==> src/rtl/clk_gate_ctrl.sv <==
// Gate-enable controller for one gated clock domain: merges client wake requests,
// acks after a settle time, re-gates after an idle timeout and counts gate-off events.
module clk_gate_ctrl #(
  parameter int NUM_REQ  = 4,
  parameter int WAKE_CYC = 2,
  parameter int IDLE_CYC = 8,
  parameter int CNT_W    = $clog2(((WAKE_CYC > IDLE_CYC) ? WAKE_CYC : IDLE_CYC) + 1)
) (
  input  logic               clk,
  input  logic               rst,
  input  logic [NUM_REQ-1:0] req,
  input  logic               force_on,
  output logic [NUM_REQ-1:0] ack,
  output logic               gate_en,
  output logic [1:0]         state,
  output logic [7:0]         gate_off_cnt
);

  // req/ack is a level handshake: a client holds req high for as long as it needs
  // the clock; ack is high only while that client's req is high and the domain is ON.
  typedef enum logic [1:0] {
    S_OFF  = 2'b00,
    S_WAKE = 2'b01,
    S_ON   = 2'b10,
    S_IDLE = 2'b11
  } state_t;

  state_t             state_q, state_d;
  logic [CNT_W-1:0]   cnt_q, cnt_d;
  logic               gate_en_q, gate_en_d;
  logic [NUM_REQ-1:0] ack_q, ack_d;
  logic [7:0]         gate_off_cnt_q, gate_off_cnt_d;
  logic               any_req;

  assign any_req = (|req) | force_on;

  always_comb begin
    state_d        = state_q;
    cnt_d          = cnt_q;
    gate_off_cnt_d = gate_off_cnt_q;
    case (state_q)
      S_OFF: begin
        if (any_req) begin
          state_d = S_WAKE;
          cnt_d   = CNT_W'(WAKE_CYC - 1);
        end
      end
      S_WAKE: begin
        // A dropped request does not abort the wake; we always pass through ON.
        if (cnt_q == '0) state_d = S_ON;
        else             cnt_d   = cnt_q - CNT_W'(1);
      end
      S_ON: begin
        if (!any_req) begin
          state_d = S_IDLE;
          cnt_d   = CNT_W'(IDLE_CYC - 1);
        end
      end
      S_IDLE: begin
        // The clock never stopped, so a request here returns to ON with no settle time.
        if (any_req) begin
          state_d = S_ON;
        end else if (cnt_q == '0) begin
          state_d = S_OFF;
          if (gate_off_cnt_q != 8'hFF) gate_off_cnt_d = gate_off_cnt_q + 8'd1;
        end else begin
          cnt_d = cnt_q - CNT_W'(1);
        end
      end
      default: state_d = S_OFF;
    endcase
    gate_en_d = (state_d != S_OFF);
    ack_d     = req & {NUM_REQ{state_d == S_ON}};
  end

  // gate_en comes straight from a flop so the latch cell never sees a glitch.
  always_ff @(posedge clk or posedge rst) begin
    if (rst) begin
      state_q        <= S_OFF;
      cnt_q          <= '0;
      gate_en_q      <= 1'b0;
      ack_q          <= '0;
      gate_off_cnt_q <= 8'd0;
    end else begin
      state_q        <= state_d;
      cnt_q          <= cnt_d;
      gate_en_q      <= gate_en_d;
      ack_q          <= ack_d;
      gate_off_cnt_q <= gate_off_cnt_d;
    end
  end

  assign ack          = ack_q;
  assign gate_en      = gate_en_q;
  assign state        = state_q;
  assign gate_off_cnt = gate_off_cnt_q;

endmodule

==> config.mk <==
export PLATFORM = sky130hd
export DESIGN_NAME = clk_gate_ctrl
export DESIGN_NICKNAME = d
export VERILOG_FILES = /design/src/rtl/clk_gate_ctrl.sv
export SDC_FILE = /design/constraint.sdc
export NUM_CORES = 1
export LEC_CHECK = 0
export CORE_UTILIZATION = 40
export CTS_CLUSTER_DIAMETER = 50
export CTS_CLUSTER_SIZE = 25
export DETAILED_ROUTE_END_ITERATION = 7
export PLACE_DENSITY = 0.66
export SYNTH_ARGS = -nofsm -noshare
export SYNTH_HDL_FRONTEND = slang
export SYNTH_SLANG_ARGS = --single-unit
export TNS_END_PERCENT = 20
==> constraint.sdc <==
create_clock -name clk -period 2.1 [get_ports clk]
set_input_delay 0.21 -clock clk [delete_from_list [all_inputs] [get_ports clk]]
set_output_delay 0.21 -clock clk [all_outputs]
set_load 0.005 [all_outputs]
* After elaboration in Yosys (flattened, before gate mapping)
Index checks and enable logic that the tools add are counted.
W data, S select, Z words.
** Word-level totals
- Output and inout port bits :: 15
- Flip-flop bits (word level) :: 19
- Input port bits :: 7
- Word-level logic and storage cells :: 35
** Cells by class
- Mux-type cells :: 11
- Bitwise logic cells :: 3
- $add $sub $neg :: 2
- Reductions and logical operators :: 6
- Eq/ne operators :: 8
** Operators by type and width (count)
- $mux W4 :: 4
- $pmux W4 S4 :: 1
- $mux W2 :: 5
- $add A8 B1 Y8 const B :: 1
- $ne A8 B8 Y1 const B :: 1
- $pmux W2 S4 :: 1
- $eq A2 B2 Y1 const B :: 3
- $ne A2 B2 Y1 const B :: 3
- $and A4 B4 Y4 :: 1
- $logic_not A4 Y1 :: 1
- $reduce_and A4 Y1 :: 1
- $reduce_or A4 Y1 :: 1
- $sub A4 B1 Y4 const B :: 1
- $reduce_and A3 Y1 :: 1
- $eq A2 B1 Y1 const B :: 1
- $logic_not A2 Y1 :: 1
- $reduce_bool A2 Y1 :: 1
- $not A1 Y1 :: 1
- $or A1 B1 Y1 :: 1

* Longest topological paths before layout
Gate-level depths: netlist of run 1.
- Word-level depth :: 6
- Gate-level depth with buffers :: 6
- Mapped depth without buffers :: 6

* Worst setup path before layout of run 1
Ideal clock, no wire load.
- Kind :: register to register
- Start :: register cnt_q[0]
- End :: register cnt_q[3]
- Stages on the path, launching flop included :: 7
- Period minus slack after synthesis :: 1684 ps
- Arrival time :: 1553 ps
- Setup time :: 131 ps
- Buffers on the path :: 0
- Data required time :: 1969 ps
- Slack :: 416 ps
- Cell sequence :: dfrtp_1 -> inv_1 -> ha_1 -> and4bb_4 -> nor4_1 -> o22ai_1 -> or3_1
** Between the ends
- Cells in the longest elaborated chain, start to end :: 4
- Elaborated cells on any way between the ends :: 5
- Those cells by class :: 1 x add/sub; 3 x mux; 1 x reduce/logical
** Ends and longest elaborated chain
- from (decl) :: RTL line 29 : logic [CNT_W-1:0] cnt_q, cnt_d;
- from (signal assigned) :: RTL line 86 : cnt_q <= cnt_d;
- $sub A4 B1 Y4 / $logic_not A4 Y1 (equally long branches)
- $mux W4 * :: RTL line 50, 63
- $mux W4 :: RTL line 61 : if (any_req) begin
- $pmux W4 S4 * :: RTL line 41 : case (state_q)
Mark *: on every way between the ends. The rest lies on a longest branch, timed or not. The select of a mux whose other input is x is not followed.
A chain may end at the register's enable or synchronous reset.

* Worst setup path in the final report of run 1
Same ends and word-level chain as after synthesis.

==> PnR_summary.wiki, run 1 <==
{| class="wikitable"
! Metric !! Value
|-
| DRC viols || 0
|-
| First element of the critical path || cnt_q[0]
|-
| Final standard cell count with taps included and fillers excluded || 139
|-
| Internal power || 0.521 mW
|-
| Worst EP arrival || 2.09 ns
|-
| Number of placed I/O pins || 22
|-
| Path class of the lowest-slack min-delay path || in -> async
|-
| Standard cell area after detailed placement || 1190 sq um
|-
| Netlist Area Pre-Place || 966 sq um
|-
| Antenna diode count || 0
|-
| Switching part of the total || 0.248
|-
| Die ar. || 2620 sq um
|-
| Wire length of the first global-routing pass || 3190 microns
|-
| Post-synthesis sequential element count || 19
|-
| Vert. Die Dim || 51.1 microns
|-
| Peak Freq || 0.523 GHz
|-
| Startpoint type of the worst setup path || flop
|-
| Distinct cell type count of the synthesized netlist || 30
|-
| Inserted Clock Buffers || 3
|-
| Initial core utilization || 0.428
|-
| Insertion delay of the later-clocked pin in the worst-skew pair || 0.29 ns
|-
| Worst setup path end || cnt_q[3]
|-
| Vias after detailed routing || 725
|-
| Net Switching || 0.172 mW
|-
| Ratio of cells with drive above 1 in the final layout || 0.135
|-
| Critical Path End Type || flop
|-
| Number of global-route vias before repair || 725
|-
| Count of fill cells added during filler insertion || 224
|-
| Period utilisation layout || 0.910
|-
| Pin count of the biggest net entering global routing || 20
|-
| Run status || finished clean
|-
| Detailed Place HPWL || 1340 microns
|-
| FF-to-FF setup slack || 0.19 ns
|-
| Clock-pin transition on the worst setup and hold timing paths || 0.11 ns
|-
| Length of the first detailed-routing pass in iterations || 4
|-
| Quantity of hold-fixing buffers added after cts || 0
|-
| Sequential element share of the synthesized area || 0.492
|-
| Flop pwr share || 0.598
|-
| Clock share of power || 0.265
|-
| Signed area change from the synthesized netlist to the final layout || 26.0%
|-
| Final count of negative-setup-slack endpoints || 0
|-
| Buffer levels on the longest clock path || 2
|-
| Final wirelength || 1820 microns
|-
| Most common cell after layout, fill and taps aside || clkdlybuf4s50_1
|-
| Horizontal extent of the die || 51.1 microns
|-
| Max_cap viols || 0
|-
| Ratio of total power to cell area || 569 nW/um^2
|-
| Cell count after synthesis || 88
|-
| Net count after synthesis || 97
|-
| Synthesized area divided by synthesized cell count || 11.0 sq um
|-
| Core outline area || 2250 sq um
|-
| CTS tree || yes
|-
| Cell Count Post-Placement || 135
|-
| Slew at the pin closest to its max-slew limit || 0.733 ns
|-
| RePlAce Congestion || 0.761
|-
| Min setup slack post-route || 0.189 ns
|-
| Buffer count from post-CTS setup fixing || 0
|-
| Detail-routed via count per cell || 5.22
|-
| Worst Path Class, Setup || reg -> reg
|-
| Final Critical Period || 1.91 ns
|-
| Worst path required time || 2.28 ns
|-
| Final Skew || 0.00334 ns
|-
| Share of total power in combinational logic || 0.137
|-
| Post-Layout Inst Area || 1220 sq um
|-
| Global Route Usage Sum || 0.167
|-
| Post-DR wirelength/cell || 13.1 microns
|-
| Slew Limit Headroom || 0.511
|-
| Total gr overflow || 0
|-
| Cell chosen for the clock root || clkbuf_4
|-
| Total number of nets in the final design || 121
|-
| Largest driver fanout on the critical path || 5
|-
| Leakage component of the power || 0.535 nW
|-
| Antenna violation net count after detailed routing || 0
|-
| Max-slew violation count || 0
|-
| Setup repair after global routing missed its margin || no
|-
| Worst-case reg-to-reg path depth || 6
|-
| # resized after CTS || 0
|-
| Final Hold Viols || 0
|-
| Top library cells by usage in the layout, fill and taps aside || clkdlybuf4s50_1 (21), dfrtp_1 (19), nand2_1 (9), nor2_1 (7), xor2_1 (6)
|-
| Minimum setup slack after placement || 0.200 ns
|-
| Endpoint of the lowest-slack register-to-register path || cnt_q[3]
|-
| Final sum of negative setup slack || 0 ns
|-
| Std-Cell Rows || 17
|-
| H-tree depth || 1
|-
| Count of routing violations after the opening detailed-route iteration || 16
|-
| Number of antenna violations at the first check in global routing || 0
|-
| Warning count from the yosys run || 0
|-
| Startpoint of the lowest-slack register-to-register path || cnt_q[0]
|-
| Count of input and output buffers || 21
|-
| Worst IR Drop VDD || 461 uV
|-
| Number of clock sinks || 19
|}
==> layout make-up <==
class                           instances  area, sq um  share of cell area
Clock buffer                            4         26.3              0.0216
Inverter                                5         18.8              0.0154
Multi-Input combinational cell         61          444               0.365
Sequential cell                        19          475               0.391
Tap cell                               28         35.0              0.0288
Timing Repair Buffer                   22          218               0.179
==> worst max-delay path, cell delays in order (launching register included) <==
cell      delay [ns]
dfrtp_1         0.40
inv_1           0.06
ha_1            0.22
and4bb_4        0.23
nor4_1          0.38
o22ai_1         0.16
or3_1           0.35
==> stage by stage <==
stage                util  power (mW)  hold slack [ns]
floorplan               -       0.477            0.161
global placement    0.528       0.512            0.471
detailed placement  0.528       0.518            0.485
CTS                 0.540       0.704            0.358
global route        0.540       0.734            0.409
finish              0.540       0.692            0.333
==> state kept, by name (all words and copies together) (netlist names) <==
register	count
cnt_q	4
gate_en	1
ack	4
state	2
gate_off_cnt	8
==> cells in the mapped netlist <==
library cell  number  area [sq um]
buf_6              2          22.5
a21bo_2            1          10.0
ha_1               2          25.0
nand2_1            9          33.8
inv_1              5          18.8
dfrtp_1           19           475
mux2_2             4          45.0
nand2b_1           1          6.26
nor3_1             2          10.0
and4_2             2          20.0
o21ai_0            2          10.0
a31oi_1            1          6.26
or3_1              1          6.26
nand3_1            3          15.0
nor3_4             1          16.3
a32o_1             1          10.0
xor2_1             6          52.6
nand3b_1           1          7.51
o22ai_1            2          12.5
nor2_1             7          26.3
nor4_1             3          18.8
and4bb_4           1          16.3
and4bb_2           1          12.5
a32oi_1            1          8.76
nor2b_1            4          25.0
buf_2              1          5.00
a2bb2oi_1          1          8.76
nor3b_1            2          15.0
a21oi_1            1          5.00
nand4_4            1          21.3
==> power groups by stage <==
stage	logic (mW)	registers (mW)	clock network (mW)
6_report	0.0947	0.414	0.183
5_1_grt	0.107	0.420	0.206
3_3_place_gp	0.0930	0.419	0
4_1_cts	0.0967	0.414	0.193
3_5_place_dp	0.0969	0.421	0
2_1_floorplan	0.0623	0.415	0
==> per-layer routing <==
metal	routed length, microns	track usage	vias to the layer above
met4	12	0.0556	0
met2	919	0.303	19
met5	0	0	-
li1	-	-	360
met1	829	0.192	344
met3	61	0.0357	2
==> cells by family (layout without fill, tap and decap cells) <==
family | Yosys count | in the layout | share of synthesized area
AOI/OAI and AO/OA | 10 | 10 | 0.0738
muxes | 4 | 4 | 0.0466
and+or+nand+nor | 39 | 39 | 0.259
DFF | 19 | 19 | 0.492
xor gates and xnor gates | 6 | 6 | 0.0544
buffers and inverters | 8 | 31 | 0.0479
adders and majority gates | 2 | 2 | 0.0259
==> how the worst min path moves through the flow <==
stage / to / slack, ns / cells after the start
2_1_floorplan: ack[0] / 0.16 / 1
5_1_grt: ack[3] / 0.41 / 2
3_3_place_gp: gate_off_cnt[5] / 0.47 / 1
4_1_cts: state[1] / 0.36 / 2
3_5_place_dp: gate_off_cnt[5] / 0.49 / 1
6_report: ack[3] / 0.33 / 2
(Power assumes the default switching activity.)
==> run 2, diff against run 1 <==
CAP_MARGIN = 10   (was not set)
CTS_CLUSTER_DIAMETER = not set   (was 50)
==> results of run 2 <==
No change in the layout: final DEF, timing and power equal those of run 1.
==> run 3, diff against run 2 <==
CORE_UTILIZATION = 35   (was 40)
PLACE_DENSITY = not set   (was 0.66)
==> run 3 against run 2 <==
Final area grew 0.21%. Setup slack gained 0.016 ns. Core utilization down 6.1 points. Die area increased by 14%. Clock-buffer cell count did not move. Critical path type unchanged. Critical endpoint unchanged. Largest power group unchanged.
==> PnR_summary.wiki, run 3 (synthesis gave the netlist of run 1 again) <==
{| class="wikitable"
! Metric !! Value
|-
| Ratio of cells with drive above 1 in the final layout || 0.135 (unchanged)
|-
| Count of fill cells added during filler insertion || 255 (+14%)
|-
| Global Route Usage Sum || 0.144 (-0.0231)
|-
| Critical Path End Type || flop
|-
| CTS tree || yes
|-
| Leakage component of the power || 0.535 nW (unchanged)
|-
| Initial core utilization || 0.380 (-0.0489)
|-
| Cell chosen for the clock root || clkbuf_4
|-
| Worst Path Class, Setup || reg -> reg
|-
| Peak Freq || 0.528 GHz (+0.86%)
|-
| Horizontal extent of the die || 54.5 microns (+6.6%)
|-
| Detail-routed via count per cell || 5.06 (-2.9%)
|-
| Worst EP arrival || 2.08 ns (about the same)
|-
| Post-DR wirelength/cell || 12.6 microns (-3.9%)
|-
| Buffer levels on the longest clock path || 2 (unchanged)
|-
| List of cells traversed by the critical path || inv_1, ha_1, and4bb_4, nor4_1, o22ai_1, or3_1
|-
| Buffering stage count on the worst path with inverters included || 1 (unchanged)
|-
| Number of global-route vias before repair || 691 (-4.7%)
|-
| Max_cap viols || 0 (unchanged)
|-
| Number of antenna violations at the first check in global routing || 0 (unchanged)
|-
| Final sum of negative setup slack || 0 ns (unchanged)
|-
| Wire length of the first global-routing pass || 3020 microns (-5.6%)
|-
| Die ar. || 2970 sq um (+14%)
|-
| H-tree depth || 1 (unchanged)
|-
| Vias after detailed routing || 714 (-1.5%)
|-
| Largest register FFs || 8 (unchanged)
|-
| Antenna violation net count after detailed routing || 0 (unchanged)
|-
| Area of combinational cells with multiple inputs || 444 sq um (unchanged)
|-
| Final count of negative-setup-slack endpoints || 0 (unchanged)
|-
| Count of input and output buffers || 21 (unchanged)
|-
| Run status || finished clean
|-
| Length of the first detailed-routing pass in iterations || 4 (unchanged)
|-
| Number of clock sinks || 19 (unchanged)
|-
| Final wirelength || 1780 microns (-2.5%)
|-
| Delay of the slowest cell on the worst path || 0.40 ns (about the same)
|-
| Buffer count from post-CTS setup fixing || 0 (unchanged)
|-
| Total gr overflow || 0 (unchanged)
|-
| Number of placed I/O pins || 22 (unchanged)
|-
| Core outline area || 2540 sq um (+13%)
|-
| Insertion delay of the later-clocked pin in the worst-skew pair || 0.29 ns (about the same)
|-
| Slew Limit Headroom || 0.513 (+0.00277)
|-
| Detailed Place HPWL || 1320 microns (-1.8%)
|-
| Family of cells with the greatest summed delay on the critical path || simple AND/OR/NAND/NOR gates
|-
| Final Hold Viols || 0 (unchanged)
|-
| Top library cells by usage in the layout, fill and taps aside || clkdlybuf4s50_1 (21), dfrtp_1 (19), nand2_1 (9), nor2_1 (7), xor2_1 (6)
|-
| Footprint of the flip-flops and latches || 475 sq um (unchanged)
|-
| Max-slew violation count || 0 (unchanged)
|-
| Antenna diode count || 0 (unchanged)
|-
| Pin count of the biggest net entering global routing || 20 (unchanged)
|-
| Vert. Die Dim || 54.5 microns (+6.6%)
|-
| Setup repair after global routing missed its margin || no
|-
| Signed area change from the synthesized netlist to the final layout || 26.3%
|-
| Startpoint type of the worst setup path || flop
|-
| Ratio of total power to cell area || 566 nW/um^2 (-0.50%)
|-
| Period utilisation layout || 0.902 (-0.00779)
|-
| RePlAce Congestion || 0.718 (-5.7%)
|-
| Quantity of hold-fixing buffers added after cts || 0 (unchanged)
|-
| Final Critical Period || 1.89 ns (-0.0164 ns)
|-
| Final Skew || 0.00144 ns (-0.00190 ns)
|-
| Path class of the lowest-slack min-delay path || in -> async
|-
| Clock-pin transition on the worst setup and hold timing paths || 0.10 ns (about the same)
|-
| Most common cell after layout, fill and taps aside || clkdlybuf4s50_1
|-
| Std-Cell Rows || 18 (+1)
|-
| Slew at the pin closest to its max-slew limit || 0.729 ns (-0.00415 ns)
|-
| Total design power || 0.690 mW (-0.30%)
|-
| Worst IR Drop VDD || 344 uV (-25%)
|-
| Slowest stage cell, crit path || dfrtp_1
|-
| Largest driver fanout on the critical path || 5 (unchanged)
|-
| DRC viols || 0 (unchanged)
|-
| Worst path required time || 2.28 ns (about the same)
|-
| # resized after CTS || 0 (unchanged)
|-
| Total number of nets in the final design || 121 (unchanged)
|-
| Count of routing violations after the opening detailed-route iteration || 8 (-8)
|-
| Inserted Clock Buffers || 3 (unchanged)
|}
-- run 3: worst reg2reg max path, cell delays in order (launching register included) --
cell      delay [ns]
dfrtp_1         0.40
inv_1           0.06
ha_1            0.22
and4bb_4        0.23
nor4_1          0.36
o22ai_1         0.16
or3_1           0.35
-- run 3: stage by stage --
stage	cell area, sq um	util	std cells	setup slack (ns)	hold slack [ns]
2_1_floorplan	966	-	88	0.416	0.161
3_3_place_gp	1190	0.469	137	0.276	0.474
3_5_place_dp	1190	0.469	137	0.180	0.478
4_1_cts	1220	0.479	141	0.175	0.360
5_1_grt	1220	0.479	141	0.0780	0.404
6_report	1220	0.479	141	0.206	0.329
-- run 3: layout make-up --
type                    count  share of cell area
clock buffers               4              0.0215
inverters                   5              0.0154
multi-input cells          61               0.364
flip-flops and latches     19               0.390
well taps                  30              0.0308
repair buffers             22               0.178
-- run 3: layer usage --
layer | part of all wire | vias up | GRT usage
met5 | 0 | - | 0
met4 | 0 | 0 | 0.0256
met3 | 0.042 | 0 | 0.0583
met2 | 0.50 | 16 | 0.252
met1 | 0.46 | 341 | 0.164
li1 | - | 357 | -
-- run 3: where the power goes --
part	switching, mW	leakage (nW)	internal [mW]
logic	0.0359	0.288	0.0576
registers	0.0246	0.232	0.389
clock network	0.109	0.0150	0.0739
total	0.170	0.535	0.520
-- run 3: worst paths after layout --
check | startpoint | end | slack (ns) | cells past startpoint
max in group asynchronous | rst | cnt_q[0] | 1.31 | 2
min in group clk | req[2] | ack[2] | 0.49 | 2
setup reg to reg | cnt_q[0] | cnt_q[3] | 0.21 | 6
hold reg to reg | gate_off_cnt[5] | gate_off_cnt[5] | 0.49 | 1
setup / recovery | cnt_q[0] | cnt_q[3] | 0.21 | 6
hold / removal | rst | gate_off_cnt[4] | 0.33 | 2
